===== config.mk =====
export PLATFORM = sky130hd
export DESIGN_NAME = alu_seq_ctrl
export DESIGN_NICKNAME = d
export VERILOG_FILES = /design/src/rtl/alu_seq_ctrl.sv
export SDC_FILE = /design/constraint.sdc
export NUM_CORES = 1
export LEC_CHECK = 0
export BUFFER_PORTS_ARGS = -buffer_cell sky130_fd_sc_hd__buf_2
export CORE_UTILIZATION = 50
export DETAILED_ROUTE_END_ITERATION = 7
export PLACE_DENSITY = 0.7
export SLEW_MARGIN = 0
export SYNTH_ARGS = -nofsm -noshare
export SYNTH_HDL_FRONTEND = slang
export SYNTH_SLANG_ARGS = --single-unit

===== constraint.sdc =====
create_clock -name clk -period 5.25 [get_ports clk]
set_clock_uncertainty 0.2 [all_clocks]
set_input_delay 0.525 -clock clk [delete_from_list [all_inputs] [get_ports clk]]
set_output_delay 0.525 -clock clk [all_outputs]
set_load 0.03 [all_outputs]

===== src/rtl/alu_seq_ctrl.sv =====
`default_nettype none
// ============================================================================
// alu_seq_ctrl : ALU op sequencer, 1-cycle logic/arith ops, iterative mul/div
//                (optional MUL early termination: ALU_SEQ_EARLY_TERM_EN)
// Revision     : 1.0
// ============================================================================
module alu_seq_ctrl #(
    parameter int WIDTH = 32
) (
    input  logic             clk,
    input  logic             rst_n,
    input  logic             req_valid_i,
    output logic             req_ready_o,
    input  logic [2:0]       alu_ctrl_i,
    input  logic [WIDTH-1:0] a_i,
    input  logic [WIDTH-1:0] b_i,
    input  logic             flush_i,
    output logic             rsp_valid_o,
    input  logic             rsp_ready_i,
    output logic [WIDTH-1:0] result_o,
    output logic [3:0]       flags_o,
    output logic             wr_en_o,
    output logic             busy_o
);

    localparam int SW = $clog2(WIDTH);
    localparam int CW = SW + 1;
`ifdef ALU_SEQ_EARLY_TERM_EN
    localparam bit EARLY_TERM = 1'b1;
`else
    localparam bit EARLY_TERM = 1'b0;
`endif

    localparam logic [2:0] OP_SUB = 3'b000;
    localparam logic [2:0] OP_ADD = 3'b001;
    localparam logic [2:0] OP_MUL = 3'b010;
    localparam logic [2:0] OP_DIV = 3'b011;
    localparam logic [2:0] OP_AND = 3'b100;
    localparam logic [2:0] OP_SLL = 3'b101;
    localparam logic [2:0] OP_ORR = 3'b110;
    localparam logic [2:0] OP_CMP = 3'b111;

    typedef enum logic [1:0] {
        IDLE = 2'd0,
        MUL  = 2'd1,
        DIV  = 2'd2,
        DONE = 2'd3
    } state_t;

    state_t           state_q, state_d;
    logic [CW-1:0]    cnt_q, cnt_d;
    logic [WIDTH-1:0] opa_q, opa_d;   // multiplicand / dividend-then-quotient
    logic [WIDTH-1:0] opb_q, opb_d;   // multiplier / divisor
    logic [WIDTH-1:0] acc_q, acc_d;   // product accumulator / partial remainder
    logic [WIDTH-1:0] result_q, result_d;
    logic [3:0]       flags_q, flags_d;
    logic             wr_en_q, wr_en_d;

    logic [WIDTH:0]   w_sum, w_diff, w_trial;
    logic [WIDTH-1:0] w_mul_acc, w_mul_b_next, w_quot_next;
    logic             w_qbit;
    logic             ld_en, ld_c, ld_v;
    logic [WIDTH-1:0] ld_res;

    assign w_sum  = {1'b0, a_i} + {1'b0, b_i};
    assign w_diff = {1'b0, a_i} + {1'b0, ~b_i} + {{WIDTH{1'b0}}, 1'b1};

    assign w_mul_acc    = acc_q + (opb_q[0] ? opa_q : '0);
    assign w_mul_b_next = opb_q >> 1;

    // Restoring step: bring in the next dividend bit, subtract if it fits.
    assign w_trial     = {acc_q, opa_q[WIDTH-1]} - {1'b0, opb_q};
    assign w_qbit      = ~w_trial[WIDTH];
    assign w_quot_next = {opa_q[WIDTH-2:0], w_qbit};

    assign req_ready_o = (state_q == IDLE) && !flush_i;
    assign rsp_valid_o = (state_q == DONE) && !flush_i;
    assign busy_o      = (state_q != IDLE);
    assign result_o    = result_q;
    assign flags_o     = flags_q;
    assign wr_en_o     = wr_en_q;

    always_comb begin
        state_d  = state_q;
        cnt_d    = cnt_q;
        opa_d    = opa_q;
        opb_d    = opb_q;
        acc_d    = acc_q;
        result_d = result_q;
        flags_d  = flags_q;
        wr_en_d  = wr_en_q;
        ld_en    = 1'b0;
        ld_res   = '0;
        ld_c     = 1'b0;
        ld_v     = 1'b0;

        case (state_q)
            IDLE: begin
                if (req_valid_i && req_ready_o) begin
                    wr_en_d = (alu_ctrl_i != OP_CMP);
                    case (alu_ctrl_i)
                        OP_SUB, OP_CMP: begin
                            ld_en  = 1'b1;
                            ld_res = w_diff[WIDTH-1:0];
                            ld_c   = w_diff[WIDTH];
                            ld_v   = (a_i[WIDTH-1] != b_i[WIDTH-1]) &&
                                     (w_diff[WIDTH-1] != a_i[WIDTH-1]);
                        end
                        OP_ADD: begin
                            ld_en  = 1'b1;
                            ld_res = w_sum[WIDTH-1:0];
                            ld_c   = w_sum[WIDTH];
                            ld_v   = (a_i[WIDTH-1] == b_i[WIDTH-1]) &&
                                     (w_sum[WIDTH-1] != a_i[WIDTH-1]);
                        end
                        OP_AND: begin
                            ld_en  = 1'b1;
                            ld_res = a_i & b_i;
                        end
                        OP_ORR: begin
                            ld_en  = 1'b1;
                            ld_res = a_i | b_i;
                        end
                        OP_SLL: begin
                            ld_en  = 1'b1;
                            ld_res = a_i << b_i[SW-1:0];
                        end
                        OP_MUL: begin
                            if (EARLY_TERM && (b_i == '0)) begin
                                ld_en = 1'b1;
                            end else begin
                                opa_d   = a_i;
                                opb_d   = b_i;
                                acc_d   = '0;
                                cnt_d   = CW'(WIDTH);
                                state_d = MUL;
                            end
                        end
                        OP_DIV: begin
                            if (b_i == '0) begin
                                ld_en  = 1'b1;
                                ld_res = '1;
                                ld_v   = 1'b1;
                            end else begin
                                opa_d   = a_i;
                                opb_d   = b_i;
                                acc_d   = '0;
                                cnt_d   = CW'(WIDTH);
                                state_d = DIV;
                            end
                        end
                        default: ;
                    endcase
                end
            end
            MUL: begin
                if (flush_i) begin
                    state_d = IDLE;
                end else begin
                    acc_d = w_mul_acc;
                    opa_d = opa_q << 1;
                    opb_d = w_mul_b_next;
                    cnt_d = cnt_q - CW'(1);
                    if ((cnt_q == CW'(1)) || (EARLY_TERM && (w_mul_b_next == '0))) begin
                        ld_en  = 1'b1;
                        ld_res = w_mul_acc;
                    end
                end
            end
            DIV: begin
                if (flush_i) begin
                    state_d = IDLE;
                end else begin
                    acc_d = w_qbit ? w_trial[WIDTH-1:0] : {acc_q[WIDTH-2:0], opa_q[WIDTH-1]};
                    opa_d = w_quot_next;
                    cnt_d = cnt_q - CW'(1);
                    if (cnt_q == CW'(1)) begin
                        ld_en  = 1'b1;
                        ld_res = w_quot_next;
                    end
                end
            end
            DONE: begin
                if (flush_i || rsp_ready_i) begin
                    state_d = IDLE;
                end
            end
            default: state_d = IDLE;
        endcase

        if (ld_en) begin
            result_d = ld_res;
            flags_d  = {ld_res[WIDTH-1], (ld_res == '0), ld_c, ld_v};
            state_d  = DONE;
        end
    end

    always_ff @(posedge clk or negedge rst_n) begin
        if (!rst_n) begin
            state_q  <= IDLE;
            cnt_q    <= '0;
            opa_q    <= '0;
            opb_q    <= '0;
            acc_q    <= '0;
            result_q <= '0;
            flags_q  <= '0;
            wr_en_q  <= 1'b0;
        end else begin
            state_q  <= state_d;
            cnt_q    <= cnt_d;
            opa_q    <= opa_d;
            opb_q    <= opb_d;
            acc_q    <= acc_d;
            result_q <= result_d;
            flags_q  <= flags_d;
            wr_en_q  <= wr_en_d;
        end
    end

endmodule
`default_nettype wire


# Word level (Yosys, flattened, before mapping)
# Index checks and enable logic that the tools add are counted.
# word_totals
mem_bits_rw,0
latch_bits,0
reg_bits,141
output_inout_bits,40
in_bits,72
memories,0
romBits,0
# classes
n_bitwise,4
n_reduce_logical,23
shift,1
eq_ne,27
magnitude_cmp,0
mux,51
n_addsub,6
n_mul,0
div,0
# op_table
cell,count
$mux 32,19
$pmux 32 s3,3
$pmux 32 s2,4
$pmux 32 s6,1
$add 32x32->33,2
$logic_not 32->1,2
$add 33x1->33 const B,1
$sub 33x32->33,1
$add 32x32->32,1
$and 32x32->32,1
$not 32->32,1
$or 32x32->32,1
$shl 32x5->32,1
$pmux 6 s2,2
$mux 6,3
$reduce_and 5->1,3
$eq 3x3->1 const B,4
$mux 2,5
$mux 1,8
$eq 3x2->1 const B,2
$eq 6x1->1 const B,1
$ne 2x2->1 const B,3
$ne 3x1->1 const B,2
$ne 3x2->1 const B,2
other kinds (26),39

# Depth between registers and ports, before layout
# depth
word_depth,8
depth_mapped,18

# Worst setup path before layout
# No wires, ideal clock.
# synth_timing
path_kind,input to register
from,input b_i[2]
to,register flags_q[2] (netlist: flags_o[2])
setup_ns,0.064
cell_stages,17
t_arrival_ns,4.324
required_ns,4.986
slack_ns,0.662
cell_sequence,inv_2 > buf_1 > clkbuf_1 > ha_1 > clkbuf_1 > nor2b_1 > o21bai_1 > and3b_1 > o21ai_2 > o21ai_1 > or4b_1 > a41oi_1 > xnor2_1 > o221ai_1 > or4_1 > nor4_1 > a21o_1
# synth_between
elab_chain_cells,7
word_cells_on_any_way,17
# synth_lines
item,line_no,text
start: declaration,16,"input logic [WIDTH-1:0] b_i,"
$not 32->32,66,"assign w_diff = {1'b0, a_i} + {1'b0, ~b_i} + {{WIDTH{1'b0}}, 1'b1};"
$add 32x32->33,66,
$add 33x1->33,66,
$pmux 32 s6,101,case (alu_ctrl_i)
$mux 32,99,if (req_valid_i && req_ready_o) begin
$pmux 32 s3,97,case (state_q)
$logic_not 32->1,193,"flags_d = {ld_res[WIDTH-1], (ld_res == '0), ld_c, ld_v};"
end signal: assignment,215,flags_q <= flags_d;
end: declaration,56,"logic [3:0] flags_q, flags_d;"
# Several ways; a longest one is shown, not always the timed one.
# A chain may end at the register's enable or synchronous reset.

# Worst setup path in the final report
# layout_timing
from,register opa_q[0]
to,register flags_q[2] (netlist: flags_o[2])
# layout_between
elab_chain_cells,6
word_cells_on_any_way,8
# layout_lines
item,line_no,text
start: declaration,52,"logic [WIDTH-1:0] opa_q, opa_d;"
start signal: assignment,211,opa_q <= opa_d;
$mux 32,68,assign w_mul_acc = acc_q + (opb_q[0] ? opa_q : '0);
$add 32x32->32,68,
$mux 32,164,if ((cnt_q == CW'(1)) || (EARLY_TERM && (w_mul_b_next == '0))) begin
$mux 32,157,if (flush_i) begin
$pmux 32 s3 (*),97,
$logic_not 32->1 (*),193,
# Mark *: on every way between the ends. The rest lies on a longest branch, timed or not.

==> results.tsv <==
stage	metric	value	unit
run_status	status	completed	
route	via/cell ratio	6.764	
critical_path	CP Capture Type	flop	
clock_network	Max Root-Sink Buffers	2	
power	Pint	0.004920	W
global_route	GR Util All Layers	0.4089	
critical_path	critical path launch point type	flop	
synthesis	Post-Syn Instances	2419	
route	drt first pass iters	7	
global_route	grt ovf	0	
synthesis	Mapped Nets	2663	
power	worst vdd ir	0.0002485	V
power	combinational power share	0.659	
global_route	maximum number of pins on one net before global-route repair	97	
finish	Area Overhead vs Synth	10.16	%
sta	RSZ-0062 raised after global routing	no	
clock_network	H-tree Lvls	4	
sta	final worst slack	0.2855	ns
floorplanning	row count	69	
synthesis	synth warn	0	
critical_path	Setup crit start	opa_q[0]	
power	PwrDens	498.7	nW/um^2
synthesis	Post-Syn Area	18360	um^2
sta	Final Cycle Share	0.9456	
finish	Nets	2720	
run	maxcap violations	0	
route	initial DRC count	2100	
floorplanning	Die W	193.6	um
synthesis	Netlist cell types	96	
worst_hold_path	hold_sp	req_valid_i	
finish	layout cell share with drive strength beyond 1	0.1222	
critical_path	Worst R2R Start	opa_q[0]	
clock_network	TritonCTS Sinks	140	
critical_path	CP Data Arrival Time	5.15	ns
power	sw frac	0.5121	
sta	fmax	201.4	MHz
placement	port bufs	111	
sta	Pins Over Slew Limit	0	
floorplanning	IO Count	112	
placement	Placed Cells	2917	
power	sequential share of power	0.202	
power	Clk pwr share	0.139	
placement	pre-CTS setup slack	0.3938	ns
critical_path	worst reg2reg path depth	14	
synthesis	Post-synth top flop	dfrtp_1	
clock_network	CTS tree	done	
critical_path	critical path class	flop to flop	
sta	Setup-failing EPs final	0	
floorplanning	Die Ht	193.6	um
synthesis	EDFF count, synth	0	
global_route	global-route wire length before repair	116600	um
synthesis	async set-reset flop share out of synthesis	1.000	
power	Net Switching	0.005165	W
synthesis	post-synthesis register bit count	140	
route	post-route ant nets	0	
power	leakage dissipation	9.258	nW
route	drc violations	0	
finish	fill count	3438	
sta	crit path time final	4.965	ns
route	final WL	77990	um
worst_hold_path	worst min path class	input pin to flop	
sta	Worst-Margin Slew	1.030	ns
sta	relative slew slack	0.3127	
clock_network	root buffer cell	clkbuf_16	
finish	final std cells w/o fill	2950	
placement	final RePlAce weighted congestion	1.057	
route	Wirelength per Cell	26.44	um
synthesis	Mapped Avg Cell Area	7.588	um^2
placement	DPL Wire Length	62120	um
floorplanning	Die ar.	37480	um^2
route	via count of the routed design	19960	
critical_path	crit path max fanout	7	
power	total power	0.01009	W
floorplanning	Core ar.	35830	um^2
global_route	initial antenna violation count	2	
clock_network	Skew-Pair Late Insertion Delay	0.44	ns
worst_hold_path	WHS Path Cells	4	
clock_network	total CTS buffers	17	
clock_network	clock slew at reported path FFs	0.07	ns
synthesis	sequential element share of the synthesized area	0.1909	
global_route	vias in the first global route	18660	
critical_path	CP required	5.44	ns
floorplanning	Initial Util	0.5123	
sta	Hold Fails Final Rpt	0	
sta	setup TNS	0	ns
## layer usage
metal	share of wire	vias up	global-route usage	wire, um
li1	-	8998	-	-
met1	0.42	9544	0.5661	32770
met2	0.42	1201	0.6153	32990
met3	0.11	210	0.08298	8624
met4	0.046	2	0.1748	3595
met5	0.00013	-	0	10
## area by class of cell
cell class              instances  area, um^2  area share
diodes                          1       2.502   0.0001237
clock buffers                  20       456.7     0.02258
clock inverters                11       215.2     0.01064
inverters                     170       638.1     0.03156
multi-input cells            1963       13700      0.6777
flip-flops and latches        140        3503      0.1732
well taps                     461       576.8     0.02852
repair buffers                184        1125     0.05562
## final timing paths
path	slack (ns)	endpoint
setup / recovery	0.29	flags_o[2]
hold / removal	0.27	wr_en_o
setup reg to reg	0.29	flags_o[2]
hold reg to reg	0.28	wr_en_o
max in group asynchronous	3.15	result_o[8]
min in group asynchronous	0.52	wr_en_o
## through the flow
| stage | util | area (um^2) | hold slack, ns |
|---|---|---|---|
| finish | 0.5644 | 20220 | 0.2653 |
| global route | 0.5643 | 20220 | 0.2998 |
| CTS | 0.5643 | 20220 | 0.2500 |
| detailed placement | 0.5453 | 19540 | 0.2611 |
| global placement | 0.5453 | 19540 | 0.2558 |
| floorplan | - | 18360 | 0.02941 |
## Yosys cell counts (all sizes together) (22+ instances only)
library cell | number | area [um^2]
clkbuf | 116 | 435.4
buf | 30 | 163.9
o21ai | 229 | 1150
ha | 168 | 2102
a21o | 44 | 330.3
nand4 | 23 | 143.9
nor2 | 161 | 606.8
nand3 | 47 | 235.2
xor2 | 22 | 192.7
o21bai | 30 | 225.2
dfrtp | 140 | 3503
nor4 | 24 | 162.7
a211oi | 38 | 300.3
nor2b | 22 | 137.6
mux2i | 102 | 1021
a21oi | 181 | 909.6
o21a | 24 | 180.2
mux2 | 31 | 356.6
inv | 169 | 634.4
nand2 | 267 | 1002
a22oi | 50 | 375.4
nor3 | 49 | 255.3
a31oi | 28 | 175.2
o211ai | 40 | 300.3
xnor2 | 56 | 490.5
and2 | 45 | 281.5
## power groups by stage
stage / Clock (W) / Combinational (W) / Sequential, W
after global placement: 0 / 0.00636 / 0.00201
final: 0.00140 / 0.00665 / 0.00204
after floorplan: 0 / 0.00461 / 0.00198
after CTS: 0.00141 / 0.00651 / 0.00201
after detailed placement: 0 / 0.00646 / 0.00202
after global routing: 0.00144 / 0.00725 / 0.00208
## cell usage in the layout, fill, tap and decap left out, types with 11 or more instances in the layout
cell	netlist	layout
xor2_1	22	21
a21oi_1	180	180
buf_2	14	110
nor2_1	160	158
nand4_1	23	23
ha_1	168	167
nand2_1	267	266
mux4_2	20	20
a22oi_1	50	50
o21ai_0	215	214
or3_1	20	20
o31ai_1	15	15
dfrtp_1	140	140
mux2i_1	102	102
clkbuf_16	0	17
mux2_2	28	28
nor3_1	47	47
a211oi_1	35	35
and2_1	44	44
buf_4	1	71
nor2b_1	22	22
inv_1	166	166
o211ai_1	40	40
a31oi_1	28	28
nand3_1	47	47
nand2b_1	15	15
o21bai_1	30	30
nor4_1	22	22
or4_1	11	11
o21a_1	24	24
o21ai_1	13	13
and3_1	14	14
a221oi_1	17	17
a21o_1	44	44
xnor2_1	56	56
## flip-flops by register name, indices dropped and copies added (netlist names)
register	count
result_o	32
cnt_q	6
flags_o	3
opb_q	32
wr_en_o	1
state_q	2
acc_q	32
opa_q	32
## cells by family after synthesis
logic type / Yosys count / synth area share
AOI/OAI and AO/OA: 826 / 0.2944
and+or+nand+nor: 734 / 0.1917
buffers and inverters: 316 / 0.06741
adders and majority gates: 172 / 0.1189
muxes: 153 / 0.09958
DFF: 140 / 0.1909
xor gates and xnor gates: 78 / 0.03722
## worst max-delay path, cell delays in order, from the launching register on
cell	delay (ns)
dfrtp_1	0.45
and2_1	0.21
ha_1	0.23
fa_1	0.45
a211oi_1	0.43
o21ai_1	0.18
a211oi_2	0.48
o21a_1	0.28
o31ai_1	0.16
a2111oi_1	0.61
o221ai_1	0.31
nor4_1	0.36
nand4_1	0.14
nor4_1	0.29
a21o_1	0.12
## timing repair
item                       4_1_cts  5_1_grt
hold buffers                     1        0
setup endpoints to repair        0        1
setup buffers                    0        0
hold endpoints to repair         1        0
resized for setup                0        1
(Power assumes the default switching activity.)
